**src/rtl/conv_seq_pkg.sv**
```systemverilog
// Shared types and default sizing for the convolution layer sequencer.
package conv_seq_pkg;

    localparam int unsigned LAYER_W_DFLT        = 4;
    localparam int unsigned CNT_W_DFLT          = 32;
    localparam int unsigned TIMEOUT_CYCLES_DFLT = 4096;

    typedef enum logic [1:0] {
        IDLE,
        ENABLE,
        RELEASE,
        FINISH
    } seq_state_e;

endpackage

```
**src/rtl/seq_watchdog.sv**
```systemverilog
// Cycle watchdog: counts while enabled, restarts on clear, and pulses
// expire on the LIMIT-th counted cycle.
module seq_watchdog
    import conv_seq_pkg::*;
#(
    parameter int unsigned LIMIT = TIMEOUT_CYCLES_DFLT
) (
    input  logic clk,
    input  logic rst,
    input  logic clear_i,
    input  logic count_en_i,
    output logic expire_o
);

    localparam int unsigned W = $clog2(LIMIT + 1);

    logic [W-1:0] cnt_q, cnt_d;

    assign expire_o = count_en_i && (cnt_q == W'(LIMIT - 1));

    // Next count: clear wins, otherwise advance while enabled (stops at the limit)
    always_comb begin
        cnt_d = cnt_q;
        if (clear_i) begin
            cnt_d = '0;
        end else if (count_en_i && !expire_o) begin
            cnt_d = cnt_q + W'(1);
        end
    end

    // Count register
    always_ff @(posedge clk or posedge rst) begin
        if (rst) begin
            cnt_q <= '0;
        end else begin
            cnt_q <= cnt_d;
        end
    end

endmodule

```
**src/rtl/conv_layer_sequencer.sv**
```systemverilog
// Runs a Conv2D engine over num_layers layers using an en/done handshake.
// Optional feature macro: SEQ_TIMEOUT_EN adds an ENABLE-state watchdog that
// aborts the run and raises a sticky error flag.
module conv_layer_sequencer
    import conv_seq_pkg::*;
#(
    parameter int unsigned LAYER_W        = LAYER_W_DFLT,
    parameter int unsigned TIMEOUT_CYCLES = TIMEOUT_CYCLES_DFLT,
    parameter int unsigned CNT_W          = CNT_W_DFLT
) (
    input  logic               clk,
    input  logic               rst,
    input  logic               start,
    input  logic [LAYER_W-1:0] num_layers,
    output logic               busy,
    output logic               en_conv2d,
    input  logic               done,
    output logic [LAYER_W-1:0] layer_idx,
    output logic               all_done,
    output logic               error,
    output logic [CNT_W-1:0]   busy_cycles
);

    if (TIMEOUT_CYCLES == 0) begin : g_bad_timeout
        $error("conv_layer_sequencer: TIMEOUT_CYCLES must be at least 1");
    end

    seq_state_e         state_q, state_d;
    logic [LAYER_W-1:0] layers_q, layers_d;
    logic [LAYER_W-1:0] idx_q, idx_d;
    logic [CNT_W-1:0]   cyc_q, cyc_d;
    logic               accept;

    // Outputs decode straight from the state register, so reset clears them at once
    assign en_conv2d   = (state_q == ENABLE);
    assign busy        = (state_q == ENABLE) || (state_q == RELEASE);
    assign all_done    = (state_q == FINISH);
    assign layer_idx   = idx_q;
    assign busy_cycles = cyc_q;

`ifdef SEQ_TIMEOUT_EN
    logic wd_expire;
    logic err_q, err_d;

    seq_watchdog #(
        .LIMIT(TIMEOUT_CYCLES)
    ) u_wd (
        .clk       (clk),
        .rst       (rst),
        .clear_i   (state_q != ENABLE),
        .count_en_i(state_q == ENABLE),
        .expire_o  (wd_expire)
    );

    assign error = err_q;

    // Sticky error: set on a watchdog abort (done has priority), cleared by a new run
    always_comb begin
        err_d = err_q;
        if (accept) begin
            err_d = 1'b0;
        end else if ((state_q == ENABLE) && !done && wd_expire) begin
            err_d = 1'b1;
        end
    end

    // Error flag register
    always_ff @(posedge clk or posedge rst) begin
        if (rst) begin
            err_q <= 1'b0;
        end else begin
            err_q <= err_d;
        end
    end
`else
    assign error = 1'b0;
`endif

    // Next-state logic and start acceptance
    always_comb begin
        state_d = state_q;
        accept  = 1'b0;
        case (state_q)
            IDLE: begin
                if (start) begin
                    accept  = 1'b1;
                    state_d = (num_layers != '0) ? ENABLE : FINISH;
                end
            end
            ENABLE: begin
                if (done) begin
                    state_d = RELEASE;
                end
`ifdef SEQ_TIMEOUT_EN
                else if (wd_expire) begin
                    state_d = IDLE;
                end
`endif
            end
            RELEASE: begin
                if (!done) begin
                    state_d = (idx_q < layers_q - LAYER_W'(1)) ? ENABLE : FINISH;
                end
            end
            FINISH:  state_d = IDLE;
            default: state_d = IDLE;
        endcase
    end

    // Datapath next values: latch count on start, step index per layer, count busy cycles
    always_comb begin
        layers_d = layers_q;
        idx_d    = idx_q;
        cyc_d    = cyc_q;
        if (accept) begin
            layers_d = num_layers;
            idx_d    = '0;
            cyc_d    = '0;
        end else begin
            if (busy && (cyc_q != '1)) begin
                cyc_d = cyc_q + CNT_W'(1);
            end
            if ((state_q == RELEASE) && (state_d == ENABLE)) begin
                idx_d = idx_q + LAYER_W'(1);
            end
        end
    end

    // State and datapath registers
    always_ff @(posedge clk or posedge rst) begin
        if (rst) begin
            state_q  <= IDLE;
            layers_q <= '0;
            idx_q    <= '0;
            cyc_q    <= '0;
        end else begin
            state_q  <= state_d;
            layers_q <= layers_d;
            idx_q    <= idx_d;
            cyc_q    <= cyc_d;
        end
    end

endmodule
```
**config.mk**
```make
export PLATFORM = sky130hd
export DESIGN_NAME = conv_layer_sequencer
export DESIGN_NICKNAME = d
export VERILOG_FILES = /design/src/rtl/conv_seq_pkg.sv /design/src/rtl/seq_watchdog.sv /design/src/rtl/conv_layer_sequencer.sv
export SDC_FILE = /design/constraint.sdc
export NUM_CORES = 1
export LEC_CHECK = 0
export ABC_AREA = 1
export CORE_ASPECT_RATIO = 0.7
export CORE_UTILIZATION = 25
export DETAILED_ROUTE_END_ITERATION = 12
export SYNTH_ARGS = -nofsm -noshare
export SYNTH_HDL_FRONTEND = slang
export SYNTH_HIERARCHICAL = 1
export SYNTH_SLANG_ARGS = --single-unit
```
**constraint.sdc**
```tcl
create_clock -name clk -period 1.85 [get_ports clk]
set_input_delay 0.37 -clock clk [delete_from_list [all_inputs] [get_ports clk]]
set_output_delay 0.37 -clock clk [all_outputs]
set_load 0.01 [all_outputs]
```
==> summary.md, run 1 <==
| Metric | Value |
|---|---|
| Number of buffer and inverter instances along the worst setup path | 1 |
| Die Outline Area | between 0.01 and 0.015 mm² |
| Fraction of synthesized cell area taken by the top area cell type | 0.363 |
| Antenna cell count | 0 |
| Highest clock rate | slightly above 500 MHz |
| Min cycle time layout | between 1500 and 2000 ps |
| Count of unresolved DRC violations after routing | 0 |
| Die Wd | roughly 130 µm |
| Seq cells post-synth | 42 |
| Static leakage | around 1.9 nW |
| Share of post-route cells with drive strength above 1 | 0.176 |
| Port buffer count | 46 |
| Data required time at the worst endpoint | roughly 2100 ps |
| Number of vias per cell | around 4.6 |
| Cell seen most often among critical-path stages | sky130_fd_sc_hd__nand2_1 |
| HPWL after DPL | approximately 7100 µm |
| Clock sink total | 42 |
| Highest Signal Layer | met4 |
| Post-Place Worst Slack | -211 ps |
| Worst path cell trace | nor3_2 -> xnor2_1 -> ha_1 -> a21oi_2 -> nand2_1 -> inv_1 -> nand2_1 -> nand2_1 -> nand2_1 -> nand2_2 -> nand3_4 -> nand2_4 -> nand2_1 -> nand2_1 |
| Power per cell area | 1020 mW/mm² |
| Number of hold buffers added after cts | 0 |
| Via count of the first global-routing pass | around 3100 |
| Setup slack of the most critical reg-to-reg path | -80 ps |
| Setup total negative slack | -296 ps |
| Vias | between 3000 and 4000 |
| Worst path max stage delay | 390 ps |
| Commonest cells after routing, fill and taps aside | sky130_fd_sc_hd__nand2_1, sky130_fd_sc_hd__buf_4, sky130_fd_sc_hd__inv_1 |
| I/O pin total | 48 |
| Post-synthesis average cell area | between 6 and 7 µm² |
| Clock root buffer master | sky130_fd_sc_hd__clkbuf_16 |
| Final net count | 540 |
| Skew-Pair Late Insertion Delay | 290 ps |
| DR WL met3 | around 650 µm |
| Total Routed Length | about 9400 µm |
| Worst reg2reg path depth | 14 |
| TritonCTS clock tree | done |
| H-tree depth reported by CTS | 2 |
| Warnings, synthesis | 6 |
| Distinct cell type count after synthesis | 27 |
| Violations in the final reports | negative setup slack |
| Final hold viol count | 0 |
| Status | finished with violations |
| Total iterations of the first detailed-routing run | 4 |
| Max-capacitance violation count | 0 |
| Largest clock skew in the final design | approximately 5 ps |
| Total nets after synthesis | around 450 |
| Syn Std Cell Area | about 0.0029 mm² |
| Number of endpoints failing setup at the final stage | 4 |
| Detail-routed net length per standard cell | 13.9 µm |
| Gate count after technology mapping | 426 |
| Unrepaired setup endpoints after global routing | true |
| Master of the slowest instance on the critical path | sky130_fd_sc_hd__dfrtp_1 |
| Final GP Congestion | between 0.8 and 0.9 |
| Period Utilization, post-route | 1.04 |
| Metal-1 WL | around 4400 µm |
| Kind of launch point of the worst setup path | flop |
| Grt total ovfl | 0 |
| Largest fanout on the critical path | 5 |
| Most common library cell in the layout ignoring fill and taps | sky130_fd_sc_hd__nand2_1 |
| Row Count | 32 |
| Data arrival, critical path | roughly 2200 ps |
| Type of element capturing the critical path | flop |
| Die height | just over 90 µm |
| Synth area leader | sky130_fd_sc_hd__dfrtp_1 |
| Final-layout worst hold slack | between 400 and 500 ps |
| Clock tree buffer depth | 2 |
| First-pass GRT wire length | ~15000 µm |
| Top cells by area, synth | sky130_fd_sc_hd__dfrtp_1, sky130_fd_sc_hd__nand2_1, sky130_fd_sc_hd__nand3_1 |
| VDD IR max | ~0.56 mV |
| Antenna violations before repair | 0 |
| Final worst slack | -76.9 ps |
| Synth-to-layout area growth | 43.5% |
| Reg2reg start | layers_q[1] |
| Largest net degree at the start of global routing | 43 |
| Number of design-rule violations left by the first detailed-router iteration | approximately 150 |
| Kind of cell with the highest combined delay on the critical path | simple AND/OR/NAND/NOR gates |
| Sequential-to-total area share from yosys stat | 0.363 |
| CTS Buf Count | 5 |
| Global router's overall resource usage | 0.164 |
| Total power of the final layout | around 4.2 mW |
| Start-to-end type of the worst setup path | reg2reg |
| Floorplan Core Area | 0.0111 mm² |
| Worst reg2reg path endpoint | layer_idx[1] |
| Number of nets still failing antenna checks after routing | 0 |
| Classification of the worst-slack hold path | in2async |
| Met2 WL | 4210 µm |
| Count of pins over their slew limit | 0 |
| Initial Util | 0.260 |
| Clock-pin transition on the worst setup and hold timing paths | roughly 60 ps |
==> metrics by stage <==
stage          utilization  cell area (µm²)  cells
6_report             0.373             4150    675
5_1_grt              0.373             4150    675
4_1_cts              0.365             4060    671
3_5_place_dp         0.349             3890    663
3_3_place_gp         0.349             3890    663
2_1_floorplan            -             2900    426
==> repair_timing <==
| action | in CTS | in global routing |
|---|---|---|
| endpoints found under the setup margin | 6 | 30 |
| gates resized for setup | 8 | 18 |
| endpoints found under the hold margin | 0 | 0 |
| gates cloned | 0 | 0 |
| pin swaps | 2 | 3 |
| buffers inserted | 0 | 4 |
==> registers in the layout, summed over array words and instances, names as in the netlist <==
signal       flops
busy_cycles     32
layer_idx        4
layers_q         4
state_q          2
==> final cells by class <==
class                   count  area, µm²
clock inverters             1       5.00
clock buffers               7        143
fillers                  1195       6980
multi-input cells         320       1660
repair buffers             98        891
flip-flops and latches     42       1050
inverters                  54        205
well taps                 153        191
==> power by group <==
part           internal, mW  switching (mW)
clock network         0.536           0.364
registers              1.05           0.112
logic                 0.884            1.27
total                  2.47            1.75
==> synthesized netlist by cell type <==
library cell and count:
sky130_fd_sc_hd__nand2_1 126, sky130_fd_sc_hd__inv_1 47, sky130_fd_sc_hd__nor2_1 46, sky130_fd_sc_hd__dfrtp_1 42, sky130_fd_sc_hd__nand3_1 41, sky130_fd_sc_hd__o21ai_0 25
sky130_fd_sc_hd__nor3_1 18, sky130_fd_sc_hd__nand4_1 16, sky130_fd_sc_hd__ha_1 11, sky130_fd_sc_hd__xor2_1 8, sky130_fd_sc_hd__inv_2 7, sky130_fd_sc_hd__o21ai_1 6
sky130_fd_sc_hd__clkbuf_1 5, sky130_fd_sc_hd__o21ai_2 5, sky130_fd_sc_hd__a21oi_1 4, sky130_fd_sc_hd__xnor2_1 3, sky130_fd_sc_hd__buf_2 2, sky130_fd_sc_hd__buf_4 2
sky130_fd_sc_hd__nand2_2 2, sky130_fd_sc_hd__nor2_2 2, sky130_fd_sc_hd__o31ai_1 2, sky130_fd_sc_hd__a21o_1 1, sky130_fd_sc_hd__buf_6 1, sky130_fd_sc_hd__conb_1 1
sky130_fd_sc_hd__nor2_8 1, sky130_fd_sc_hd__nor3_2 1, sky130_fd_sc_hd__nor3b_1 1
==> layer usage <==
layer	GRT usage	vias up
met5	0	-
met4	0.0345	0
met3	0.0362	8
met2	0.258	90
met1	0.228	1478
li1	-	1561
==> kinds of logic after synthesis <==
group,Yosys count,share of synthesized area
buf+inv,64,0.0891
fa+ha+maj,11,0.0476
other cells,1,0.00130
compound gates,43,0.0835
simple gates,254,0.382
flops,42,0.363
xor+xnor,11,0.0333
==> worst max path at each step <==
stage	from	end	cells past startpoint
floorplan	busy_cycles[0]	busy_cycles[21]	13
global placement	layers_q[2]	layer_idx[3]	14
detailed placement	layers_q[2]	layer_idx[1]	14
CTS	layers_q[2]	layer_idx[1]	14
global route	layers_q[1]	layer_idx[2]	14
finish	layers_q[1]	layer_idx[1]	14
==> worst reg2reg max path, stage by stage (launching register included) <==
cell	delay (ps)
sky130_fd_sc_hd__dfrtp_1	390
sky130_fd_sc_hd__nor3_2	190
sky130_fd_sc_hd__xnor2_1	160
sky130_fd_sc_hd__ha_1	290
sky130_fd_sc_hd__a21oi_2	140
sky130_fd_sc_hd__nand2_1	70
sky130_fd_sc_hd__inv_1	60
sky130_fd_sc_hd__nand2_1	50
sky130_fd_sc_hd__nand2_1	50
sky130_fd_sc_hd__nand2_1	60
sky130_fd_sc_hd__nand2_2	90
sky130_fd_sc_hd__nand3_4	110
sky130_fd_sc_hd__nand2_4	90
sky130_fd_sc_hd__nand2_1	60
sky130_fd_sc_hd__nand2_1	60
No activity file was read; power rests on OpenSTA's default activity.
==> run 2: changes to the inputs <==
clock period = 2.5 ns   (was 1.85 ns; I/O delays follow)
==> summary.md, run 2 (same netlist as run 1, synthesis figures left out) <==
| Metric | Value |
|---|---|
| Number of design-rule violations left by the first detailed-router iteration | 246 (was 153) |
| Type of element capturing the critical path | output port (was flop) |
| Row Count | 32 (unchanged) |
| Count of unresolved DRC violations after routing | 0 (unchanged) |
| Largest fanout on the critical path | 6 (was 5) |
| H-tree depth reported by CTS | 2 (unchanged) |
| Max-capacitance violation count | 0 (unchanged) |
| Max reg flops | 32 (unchanged) |
| Largest clock skew in the final design | 3.01 ps (was 4.88 ps) |
| Port buffer count | 46 (unchanged) |
| Static leakage | 1.59 nW (was 1.87 nW) |
| Antenna violations before repair | 0 (unchanged) |
| Largest net degree at the start of global routing | 43 (unchanged) |
| Clock tree buffer depth | 2 (unchanged) |
| Finished Cell Area | 0.00368 mm² (was 0.00415 mm²) |
| Final hold viol count | 0 (unchanged) |
| CTS Buf Count | 5 (unchanged) |
| Share of post-route cells with drive strength above 1 | 0.0651 (was 0.176) |
| Period Utilization, post-route | 0.925 |
| Floorplan Core Area | 0.0111 mm² (unchanged) |
| Number of endpoints failing setup at the final stage | 0 (was 4) |
| Count of pins over their slew limit | 0 (unchanged) |
| Total Routed Length | 8570 µm (was 9360 µm) |
| Setup total negative slack | 0 ps (was -296 ps) |
| Kind of cell with the highest combined delay on the critical path | buffers and inverters (was simple AND/OR/NAND/NOR gates) |
| Die height | 92.0 µm (unchanged) |
| Number of nets still failing antenna checks after routing | 0 (unchanged) |
| Worst path cell trace | inv_1 -> ha_1 -> clkdlybuf4s50_1 (was nor3_2 -> xnor2_1 -> ha_1 -> a21oi_2 -> nand2_1 -> inv_1 -> nand2_1 -> nand2_1 -> nand2_1 -> nand2_2 -> nand3_4 -> nand2_4 -> nand2_1 -> nand2_1) |
| First-pass GRT wire length | 14000 µm (was 15200 µm) |
| Antenna cell count | 0 (unchanged) |
| HPWL after DPL | 6580 µm (was 7080 µm) |
| Unrepaired setup endpoints after global routing | false (was true) |
| Number of hold buffers added after cts | 0 (unchanged) |
| Final net count | 494 (was 540) |
| Post-CTS Setup Repair Bufs | 0 (unchanged) |
| VDD IR max | 0.387 mV (was 0.565 mV) |
| Data arrival, critical path | 1810 ps (was 2150 ps) |
| Number of buffer and inverter instances along the worst setup path | 2 (was 1) |
| Via count of the first global-routing pass | 2731 (was 3113) |
| Global router's overall resource usage | 0.152 (was 0.164) |
| Max-Slew Margin vs Limit | 0.625 |
| Number of vias per cell | 4.70 (was 4.65) |
| Data required time at the worst endpoint | 2000 ps (was 2070 ps) |
| Min cycle time layout | 2310 ps |
| Grt total ovfl | 0 (unchanged) |
| Post-place instance area | 0.00353 mm² (was 0.00389 mm²) |
| Kind of launch point of the worst setup path | flop (unchanged) |
| Status | finished clean (was finished with violations) |
| Highest clock rate | approximately 430 MHz |
| Initial Util | 0.260 (unchanged) |
| Combined area of the multi-input logic cells | 0.00158 mm² (was 0.00166 mm²) |
| Clock root buffer master | sky130_fd_sc_hd__clkbuf_16 (unchanged) |
| Classification of the worst-slack hold path | reg2reg (was in2async) |
| # fillers | 1237 (was 1195) |
| I/O pin total | 48 (unchanged) |
| Vias | 2958 (was 3137) |
| Seq. cell area | 0.00105 mm² (about the same) |
| Skew-Pair Late Insertion Delay | 280 ps (was 290 ps) |
| Worst path max stage delay | 570 ps (was 390 ps) |
| Clock sink total | 42 (unchanged) |
| Final GP Congestion | 0.940 (was 0.877) |
| Power per cell area | 749 mW/mm² (was 1020 mW/mm²) |
| Die Outline Area | 0.0120 mm² (unchanged) |
| Die Wd | 131 µm (unchanged) |
| Start-to-end type of the worst setup path | reg2out (was reg2reg) |
| Number of gates given a new drive strength after cts | 0 (was 8) |
| Master of the slowest instance on the critical path | sky130_fd_sc_hd__clkdlybuf4s50_1 (was sky130_fd_sc_hd__dfrtp_1) |
| Total iterations of the first detailed-routing run | 4 (unchanged) |
| TritonCTS clock tree | done (unchanged) |
| Synth-to-layout area growth | 27.3% (was 43.5%) |
| Most common library cell in the layout ignoring fill and taps | sky130_fd_sc_hd__nand2_1 (unchanged) |
| Commonest cells after routing, fill and taps aside | sky130_fd_sc_hd__nand2_1, sky130_fd_sc_hd__inv_1, sky130_fd_sc_hd__nor2_1, sky130_fd_sc_hd__clkdlybuf4s50_1, sky130_fd_sc_hd__dfrtp_1 (was sky130_fd_sc_hd__nand2_1, sky130_fd_sc_hd__buf_4, sky130_fd_sc_hd__inv_1) |
| Worst-margin pin slew | roughly 560 ps |
| Clock-pin transition on the worst setup and hold timing paths | 60 ps (about the same) |
| Detail-routed net length per standard cell | 13.6 µm (was 13.9 µm) |
-- run 2: cell count changes in the layout (fill, tap and decap cells not counted), sizes merged --
cell / delta
clkinv: -1
inv: +1
clkdlybuf4s50: +4
buf: -46
dlygate4sd2: -2
dlymetal6s2s: -2
-- run 2: metrics by stage --
| step | instances | total power [mW] | hold slack [ps] | utilization | worst slack (ps) |
|---|---|---|---|---|---|
| final | 629 | 2.76 | 509 | 0.331 | 188 |
| after global routing | 629 | 2.99 | 552 | 0.331 | 30.5 |
| after floorplan | 426 | 1.72 | 469 | - | 616 |
| after global placement | 621 | 2.09 | 492 | 0.317 | 451 |
| after detailed placement | 621 | 2.11 | 499 | 0.317 | 282 |
| after CTS | 629 | 2.78 | 516 | 0.331 | 167 |
-- run 2: worst reg2reg max path: stages, from the launching register on --
cell and delay, ps:
sky130_fd_sc_hd__dfrtp_1 410, sky130_fd_sc_hd__ha_1 280, sky130_fd_sc_hd__nand2_2 110, sky130_fd_sc_hd__nor2_2 170, sky130_fd_sc_hd__nand2_1 160, sky130_fd_sc_hd__nor2_2 170, sky130_fd_sc_hd__nand2_1 80, sky130_fd_sc_hd__nand2_2 190
sky130_fd_sc_hd__inv_2 100, sky130_fd_sc_hd__nor2_8 120, sky130_fd_sc_hd__inv_2 160, sky130_fd_sc_hd__o21ai_0 200
-- run 2: layout make-up --
type | count | share of cell area
timing repair buffer | 52 | 0.137
inverter | 54 | 0.0551
sequential | 42 | 0.286
tap | 153 | 0.0520
multi-input combinational | 320 | 0.430
clock inverter | 1 | 0.00136
clock buffer | 7 | 0.0387
-- run 2: final timing paths --
path,startpoint,end,slack (ps),cells past startpoint
min in group asynchronous,rst,busy_cycles[20],660,3
hold / removal,layers_q[3],layers_q[3],510,2
setup reg to reg,busy_cycles[1],busy_cycles[28],260,11
max in group asynchronous,rst,busy_cycles[10],1460,3
hold reg to reg,layers_q[3],layers_q[3],510,2
setup / recovery,state_q[0],busy,190,3
-- run 2: routing by layer --
layer	vias up	routed length [µm]	GRT usage
met5	-	0	0
met4	0	49	0.0201
met3	6	644	0.0414
met2	113	3500	0.222
met1	1369	4370	0.226
li1	1470	-	-
-- run 2: where the power goes --
part | internal, mW | switching, mW
clock network | 0.396 | 0.267
logic | 0.427 | 0.786
registers | 0.773 | 0.109
